[src/rtl/core_fetch_pkg.sv]
// core_fetch_pkg: shared definitions for the core fetch sequencer.
// Contents:
//   fetch_state_t  - fetch FSM state encoding
//   LINE_BYTES_DEF - default I-cache line size in bytes
//   line_align     - clears the byte-offset bits of an address for a given line size
package core_fetch_pkg;

  typedef enum logic [1:0] {
    RUN       = 2'b00,
    MISS_REQ  = 2'b01,
    MISS_WAIT = 2'b10
  } fetch_state_t;

  localparam int LINE_BYTES_DEF = 16;

  // line_bytes must be a power of two, so (line_bytes - 1) is the offset mask.
  function automatic logic [31:0] line_align(input logic [31:0] addr,
                                             input int unsigned line_bytes);
    logic [31:0] mask;
    mask = line_bytes[31:0] - 32'd1;
    return addr & ~mask;
  endfunction

endpackage

[src/rtl/core_sat_cnt.sv]
// core_sat_cnt: up-counter that holds at all-ones instead of wrapping.
// Ports:
//   clk   - clock
//   rst   - synchronous active-high reset, clears count
//   inc   - increment request for this cycle
//   count - current count, W bits
module core_sat_cnt #(
  parameter int W = 16
) (
  input  logic         clk,
  input  logic         rst,
  input  logic         inc,
  output logic [W-1:0] count
);

  // Count register: increment while below the all-ones ceiling.
  always_ff @(posedge clk) begin
    if (rst) begin
      count <= {W{1'b0}};
    end else if (inc && (count != {W{1'b1}})) begin
      count <= count + W'(1'b1);
    end else begin
      count <= count;
    end
  end

endmodule

[src/rtl/core_fetch_ctrl.sv]
// core_fetch_ctrl: fetch sequencer between the program counter, I-cache tag
// logic and decode. Drives PC advance/redirect, runs the I-cache miss
// request/ack/refill sequence, and buffers decode redirects seen during a miss.
// Ports:
//   clk, rst               - clock, synchronous active-high reset
//   pc_in                  - current PC
//   ic_hit                 - I-cache hit for pc_in
//   id_stall               - decode cannot accept an instruction
//   id_redirect, id_target - decode mispredict and its correct PC
//   mem_ack                - memory accepted the miss request
//   refill_done            - one-cycle pulse, line for miss_addr is written
//   pc_go, pc_redirect     - PC advance / select pc_target
//   pc_target              - redirect target
//   stall                  - invalidates the fetched slot
//   if_valid, if_flush     - IF/ID valid and kill
//   miss_req, miss_addr    - line-fill request and line-aligned address
//   miss_cnt, miss_cyc     - saturating miss count and miss-cycle count
module core_fetch_ctrl
  import core_fetch_pkg::*;
#(
  parameter int LINE_BYTES = LINE_BYTES_DEF,
  parameter int CNT_W      = 16
) (
  input  logic             clk,
  input  logic             rst,
  input  logic [31:0]      pc_in,
  input  logic             ic_hit,
  input  logic             id_stall,
  input  logic             id_redirect,
  input  logic [31:0]      id_target,
  input  logic             mem_ack,
  input  logic             refill_done,
  output logic             pc_go,
  output logic             pc_redirect,
  output logic [31:0]      pc_target,
  output logic             stall,
  output logic             if_valid,
  output logic             if_flush,
  output logic             miss_req,
  output logic [31:0]      miss_addr,
  output logic [CNT_W-1:0] miss_cnt,
  output logic [CNT_W-1:0] miss_cyc
);

  fetch_state_t state_r;
  logic         pend_v_r;
  logic [31:0]  pend_tgt_r;
  logic [31:0]  miss_addr_r;
  logic         redir_s;
  logic         miss_start_s;
  logic         miss_busy_s;

  // A buffered redirect is replayed exactly like a fresh one; a fresh one wins the target.
  assign redir_s     = id_redirect | pend_v_r;
  assign pc_target   = id_redirect ? id_target : pend_tgt_r;
  assign miss_req    = (state_r == MISS_REQ);
  assign miss_addr   = miss_addr_r;
  assign miss_busy_s = (state_r != RUN);

  // Per-cycle fetch decisions; only RUN ever lets the PC move.
  always_comb begin
    pc_go        = 1'b0;
    pc_redirect  = 1'b0;
    stall        = 1'b0;
    if_valid     = 1'b0;
    if_flush     = 1'b0;
    miss_start_s = 1'b0;
    case (state_r)
      RUN: begin
        if (redir_s) begin
          pc_go       = 1'b1;
          pc_redirect = 1'b1;
          stall       = 1'b1;
          if_flush    = 1'b1;
        end else if (!ic_hit) begin
          miss_start_s = 1'b1;
        end else if (id_stall) begin
          if_valid = 1'b1;
        end else begin
          pc_go    = 1'b1;
          if_valid = 1'b1;
        end
      end
      default: begin
        pc_go = 1'b0;
      end
    endcase
  end

  // FSM, redirect buffer and miss address; the outstanding request is never aborted.
  always_ff @(posedge clk) begin
    if (rst) begin
      state_r     <= RUN;
      pend_v_r    <= 1'b0;
      pend_tgt_r  <= 32'd0;
      miss_addr_r <= 32'd0;
    end else begin
      case (state_r)
        RUN: begin
          if (redir_s) begin
            pend_v_r <= 1'b0;
          end else if (miss_start_s) begin
            miss_addr_r <= line_align(pc_in, LINE_BYTES);
            state_r     <= MISS_REQ;
          end else begin
            state_r <= RUN;
          end
        end
        MISS_REQ: begin
          if (id_redirect) begin
            pend_v_r   <= 1'b1;
            pend_tgt_r <= id_target;
          end else begin
            pend_v_r <= pend_v_r;
          end
          if (mem_ack) begin
            state_r <= MISS_WAIT;
          end else begin
            state_r <= MISS_REQ;
          end
        end
        MISS_WAIT: begin
          if (id_redirect) begin
            pend_v_r   <= 1'b1;
            pend_tgt_r <= id_target;
          end else begin
            pend_v_r <= pend_v_r;
          end
          if (refill_done) begin
            state_r <= RUN;
          end else begin
            state_r <= MISS_WAIT;
          end
        end
        default: begin
          state_r <= RUN;
        end
      endcase
    end
  end

  core_sat_cnt #(.W(CNT_W)) u_miss_cnt (
    .clk   (clk),
    .rst   (rst),
    .inc   (miss_start_s),
    .count (miss_cnt)
  );

  core_sat_cnt #(.W(CNT_W)) u_miss_cyc (
    .clk   (clk),
    .rst   (rst),
    .inc   (miss_busy_s),
    .count (miss_cyc)
  );

endmodule

[config.mk]
export PLATFORM = sky130hd
export DESIGN_NAME = core_fetch_ctrl
export DESIGN_NICKNAME = d
export VERILOG_FILES = /design/src/rtl/core_fetch_pkg.sv /design/src/rtl/core_sat_cnt.sv /design/src/rtl/core_fetch_ctrl.sv
export SDC_FILE = /design/constraint.sdc
export NUM_CORES = 1
export LEC_CHECK = 0
export ABC_AREA = 1
export CAP_MARGIN = 0
export CORE_ASPECT_RATIO = 1.4
export CORE_MARGIN = 1
export CORE_UTILIZATION = 46
export CTS_BUF_LIST = sky130_fd_sc_hd__clkbuf_4
export DETAILED_ROUTE_END_ITERATION = 10
export GPL_TIMING_DRIVEN = 1
export HOLD_SLACK_MARGIN = 0.02
export PLACE_DENSITY = 0.87
export SETUP_SLACK_MARGIN = 0.3
export SLEW_MARGIN = 5
export SYNTH_ARGS = -nofsm -noshare
export SYNTH_HDL_FRONTEND = slang
export SYNTH_SLANG_ARGS = --single-unit
[constraint.sdc]
create_clock -name clk -period 2.05 [get_ports clk]
set_input_delay 0.5125 -clock clk [delete_from_list [all_inputs] [get_ports clk]]
set_output_delay 0.5125 -clock clk [all_outputs]
set_load 0.05 [all_outputs]
Word level (Yosys, flattened, before mapping)
Cells that the tools add are included.
Cells by class
  shifts and indexed selects: 0
  order comparisons: 0
  bitwise logic cells: 2
  multipliers: 0
  $add $sub $neg: 2
  divide/modulo/power cells: 0
  eq/ne operators: 7
  multiplexer cells: 21
  reduce and logical (&&, ||, !) cells: 8
Operator list (count)
  $add 16x1->16 const B: 2
  $mux 32: 1
  $ne 16x16->1 const B: 2
  $mux 1: 15
  $mux 2: 3
  $pmux 2 s3: 1
  $reduce_and 3->1: 2
  $ne 2x2->1 const B: 2
  $reduce_bool 2->1: 2
  $eq 2x1->1 const B: 1
  $eq 2x2->1 const B: 1
  $logic_and 1x1->1: 2
  $logic_not 2->1: 1
  $ne 2x1->1 const B: 1
  $pmux 1 s2: 1
  $reduce_or 2->1: 1
  $not 1->1: 1
  $or 1x1->1: 1
Word-level totals
  bits in read-only memories: 0
  output and inout bits: 102
  register bits: 95
  word-level logic and storage cells: 46
  RAM bits: 0
  memories kept: 0
  latch bits: 0

Logic depth before layout (Yosys ltp)
  word-level depth: 6
  gate-level depth with buffers: 10
  depth with buffers taken out: 10

Cells and area by module
Synthesis repeated with hierarchy kept, for this count alone.
Unflattened totals
  cell total of the unflattened synthesis: 710
  area, all modules: 4723.3 um^2
Modules (own cells, without submodules)
  core_fetch_ctrl: area an instance 2864.0 um^2, instances 1, cells an instance 412, sequential area each 1261.2 um^2
  core_sat_cnt: area an instance 929.6 um^2, instances 2, cells an instance 149, sequential area each 320.3 um^2

Worst setup path before layout
No wires, ideal clock.
  path type: flip-flop to output port
  start point: reg state_r[0]
  end point: out pc_go
  slack: -0.689 ns
  stages on the path, launching flop included: 8
  data arrival time: 2.227 ns
  path buffers: 1
  cells stage by stage: dfxtp_1 > inv_1 > ha_1 > buf_2 > inv_1 > nor2_1 > inv_1 > o31ai_1
Between the ends
  longest elaborated chain between the ends: 2
RTL lines
  start: declaration: line core_fetch_ctrl.sv:45  | fetch_state_t state_r;
  start signal: assignment: line core_fetch_ctrl.sv:93  | state_r <= RUN;
  start signal: assignment: line core_fetch_ctrl.sv:104  | state_r <= MISS_REQ;
  start signal: assignment: line core_fetch_ctrl.sv:106  | state_r <= RUN;
  $logic_not 2->1: line core_fetch_ctrl.sv:68  | case (state_r)
  $mux 1: line core_fetch_ctrl.sv:68
  end: declaration: line core_fetch_ctrl.sv:33  | output logic pc_go,
No other way between the ends.

Worst setup path in the final report
  start point: reg state_r[1]
  end point: out pc_go
The elaborated chain is that of the path after synthesis.

==> impl_results.md <==
* TritonRoute pass-1 iters at 4
* Antenna-violating nets left at 0
* Slowest-stage cell, CP: dfxtp_2
* Combinational family with the most area after synthesis: simple AND/OR/NAND/NOR gates
* Synth Area in Simple Gates at ~28%
* Worst Path Arrival at approximately 1.5 ns
* Chip width at just under 90 um
* Highest-count cells in the layout ignoring fill and taps: nand2_1, nor2_1, a21oi_1, buf_4, inv_1
* XOR/XNOR Fraction of Synth Area at less than 1%
* Nets@finish at roughly 980
* Worst-case clock buffer depth at 2
* Post-synthesis cell area at roughly 4800 um2
* Max-Slew Margin vs Limit at ~64%
* Max-Cap Viols at 0
* Fin util at 76.78%
* Final setup viols at 0
* Residual DRC at 0
* Critical path type: reg2out
* Vias per cell at around 5.1
* CTS Root Cell: clkbuf_4
* Routed len/inst at roughly 15 um
* Area contributors post-synth: dfxtp_1, nand2_1, a21oi_1, inv_1, o21ai_0
* H-tree depth at 3
* Critical Path RT at 1.54 ns
* Crit-path cells: inv_2, ha_4, inv_6, o31ai_4, buf_12
* Post-synth top area cell: dfxtp_1
* Hold Buf Count CTS at 0
* GRT Resource Usage Total at between 20% and 30%
* Starting density of the core at between 40% and 50%
* Clock buffer count from CTS at 9
* # IOs at 173
* Minimum clock period at around 2.0 ns
* Highest Clock Rate at 0.4938 GHz
* Congestion Overflow GR at 0
* Hold WC Path Type: reg2reg
* Setup crit start kind: flop
* Least-Margin Pin Slew at approximately 0.55 ns
* Clock Pin Slew Worst Setup and Hold Paths at 0.14 ns
* CTS Sinks at 95
* Layout cell share with drive strength beyond 1 at 35.03%
* Distinct cells, synth at 35
* Commonest non-fill, non-tap cell in the layout: nand2_1
* Vias at roughly 5300
* Hold WS at about 0.47 ns
* Die area at roughly 11000 um2
* Number of core rows at 43
* Crit. End Element: output port
* Fin. max-slew vios at 0
* Post-synthesis adder-cell area fraction at under 10%
* DP Wirelength at between 9000 and 10000 um
* RSZ-0062 raised after global routing: yes
* Area share of the leading cell type in the synthesized netlist at roughly two fifths
* Post-synthesis mux area share at 0%
* Syn Inst Count at 709
* VDD IR max at around 0.56 mV
* Critical Path Stages at 5
* Fin area at a little under 8000 um2
* Area growth, synth to finish at 60.68%
* Hold Crit Depth at 2
* ANT cells at 0
* Fillers at about 700
* Pleak at 0.003332 uW
* Finished Layout Cells at 1037
* Number of global-route vias before repair at around 4800
* First-pass GRT wire length at 21760 um
* Final Hold Viols at 0
* Fin Setup TNS at 0 ns
* Initial DRC Count at slightly below 300
* CTS tree: built
* Initial antenna violation count at 0
* R2R cell count at 9
* CORE AREA at about 10000 um2
* Die height at between 100 and 150 um
* I/O Buffers at roughly 160
* Worst Skew at approximately 0.023 ns
* Synth Area in Compound Gates at between 10% and 20%
* CP top delay family: flip-flops
* GP Congestion at 0.8628
* Worst skew pair latency at roughly 0.47 ns
* Sequential share of the synthesized area at 39.77%
* Routed wire length at between 15000 and 20000 um
* Power per standard cell area at 594.5 nW/um2
* Mean Syn Cell Area at 6.745 um2
* Crit-path max FO at 4
* CP peak stage delay at between 0.3 and 0.4 ns
* Largest net degree at the start of global routing at 66
* Tcrit/Tclk final at between 90% and 100%
* Area after DPL at between 6000 and 7000 um2
* Placed Cells at 987
* Buf/Inv on CP at 3
* Number of synthesized register bits at 95
* Ys Warns at 0
* Outcome: completed
-- worst paths after layout --
kind                               startpoint              endpoint  slack [ns]
worst max-delay path               state_r[1]                 pc_go        0.02
worst min-delay path            miss_addr[15]         miss_addr[15]        0.47
worst max register to register     state_r[1]  u_miss_cyc.count[14]        0.41
worst min register to register  miss_addr[15]         miss_addr[15]        0.47
-- layout make-up --
cell class | count | area, um2 | area share, %
tap | 135 | 168.9 | 2.198
inverter | 98 | 376.6 | 4.901
clock buffer | 9 | 67.56 | 0.8793
clock inverter | 7 | 63.81 | 0.8305
sequential | 95 | 1946 | 25.32
timing repair buffer | 213 | 2305 | 30.00
multi-input combinational | 480 | 2756 | 35.87
-- cells in the mapped netlist --
| library cell | number |
|---|---|
| nand2_1 | 164 |
| conb_1 | 1 |
| buf_1 | 3 |
| o21ai_0 | 67 |
| clkbuf_1 | 15 |
| o31ai_1 | 1 |
| buf_2 | 9 |
| nor2_8 | 1 |
| nand4_2 | 1 |
| o21ai_1 | 5 |
| nor2_1 | 85 |
| a21oi_1 | 72 |
| nor2_2 | 3 |
| nand3_4 | 1 |
| nand4_4 | 1 |
| nand3b_1 | 1 |
| nand3_2 | 1 |
| ha_1 | 7 |
| nand4_1 | 1 |
| a21oi_2 | 10 |
| clkinv_2 | 1 |
| nand3_1 | 32 |
| a311oi_1 | 1 |
| buf_8 | 1 |
| nor3_1 | 5 |
| inv_2 | 1 |
| nor3b_1 | 1 |
| o21ai_2 | 1 |
| buf_6 | 5 |
| nor2_4 | 4 |
| dfxtp_1 | 95 |
| inv_1 | 96 |
| nand2_2 | 10 |
| xor2_1 | 1 |
| buf_4 | 6 |
-- sequential cells by signal (all words and copies together) (netlist names) --
name and count:
pend_tgt_r 32, u_miss_cyc.count 16, u_miss_cnt.count 16, miss_addr 28, state_r 2, pend_v_r 1
-- tightest hold or removal path, cell delays in order, from the launching register on --
cell and delay [ns]:
dfxtp_1 0.34, nand2_1 0.06, a21oi_1 0.05
-- where the power goes --
| part | total (uW) | switching [uW] | internal (uW) |
|---|---|---|---|
| combinational | 1530 | 893 | 640 |
| sequential | 2000 | 51.8 | 1950 |
| clock | 1030 | 672 | 362 |
-- layer usage --
layer	GRT usage (%)	vias to the layer above	share of wire [%]
li1	-	2598	-
met4	12.20	0	3.5
met2	47.60	192	53
met5	0	-	0
met3	6.187	47	6.2
met1	26.71	2457	37
-- stage by stage --
stage          worst slack, ns  power, uW
2_1_floorplan          0.07300       2776
3_3_place_gp           0.02921       3315
3_5_place_dp          -0.02007       3340
4_1_cts               0.006031       4413
5_1_grt               -0.04727       4729
6_report               0.02468       4568
-- kinds of logic (layout without fill, tap and decap cells) --
group	after synthesis	after routing
other cells	1	4
compound gates	157	157
fa+ha+maj	7	7
xor+xnor	1	1
simple gates	311	311
flops	95	95
buf+inv	137	327
-- timing repair --
action / in CTS / in global routing
pin swaps: 18 / 30
resized for setup: 167 / 129
setup buffers: 17 / 15
gates cloned: 2 / 0
setup endpoints to repair: 65 / 68
Note: power is estimated with default switching activity, not from simulation.
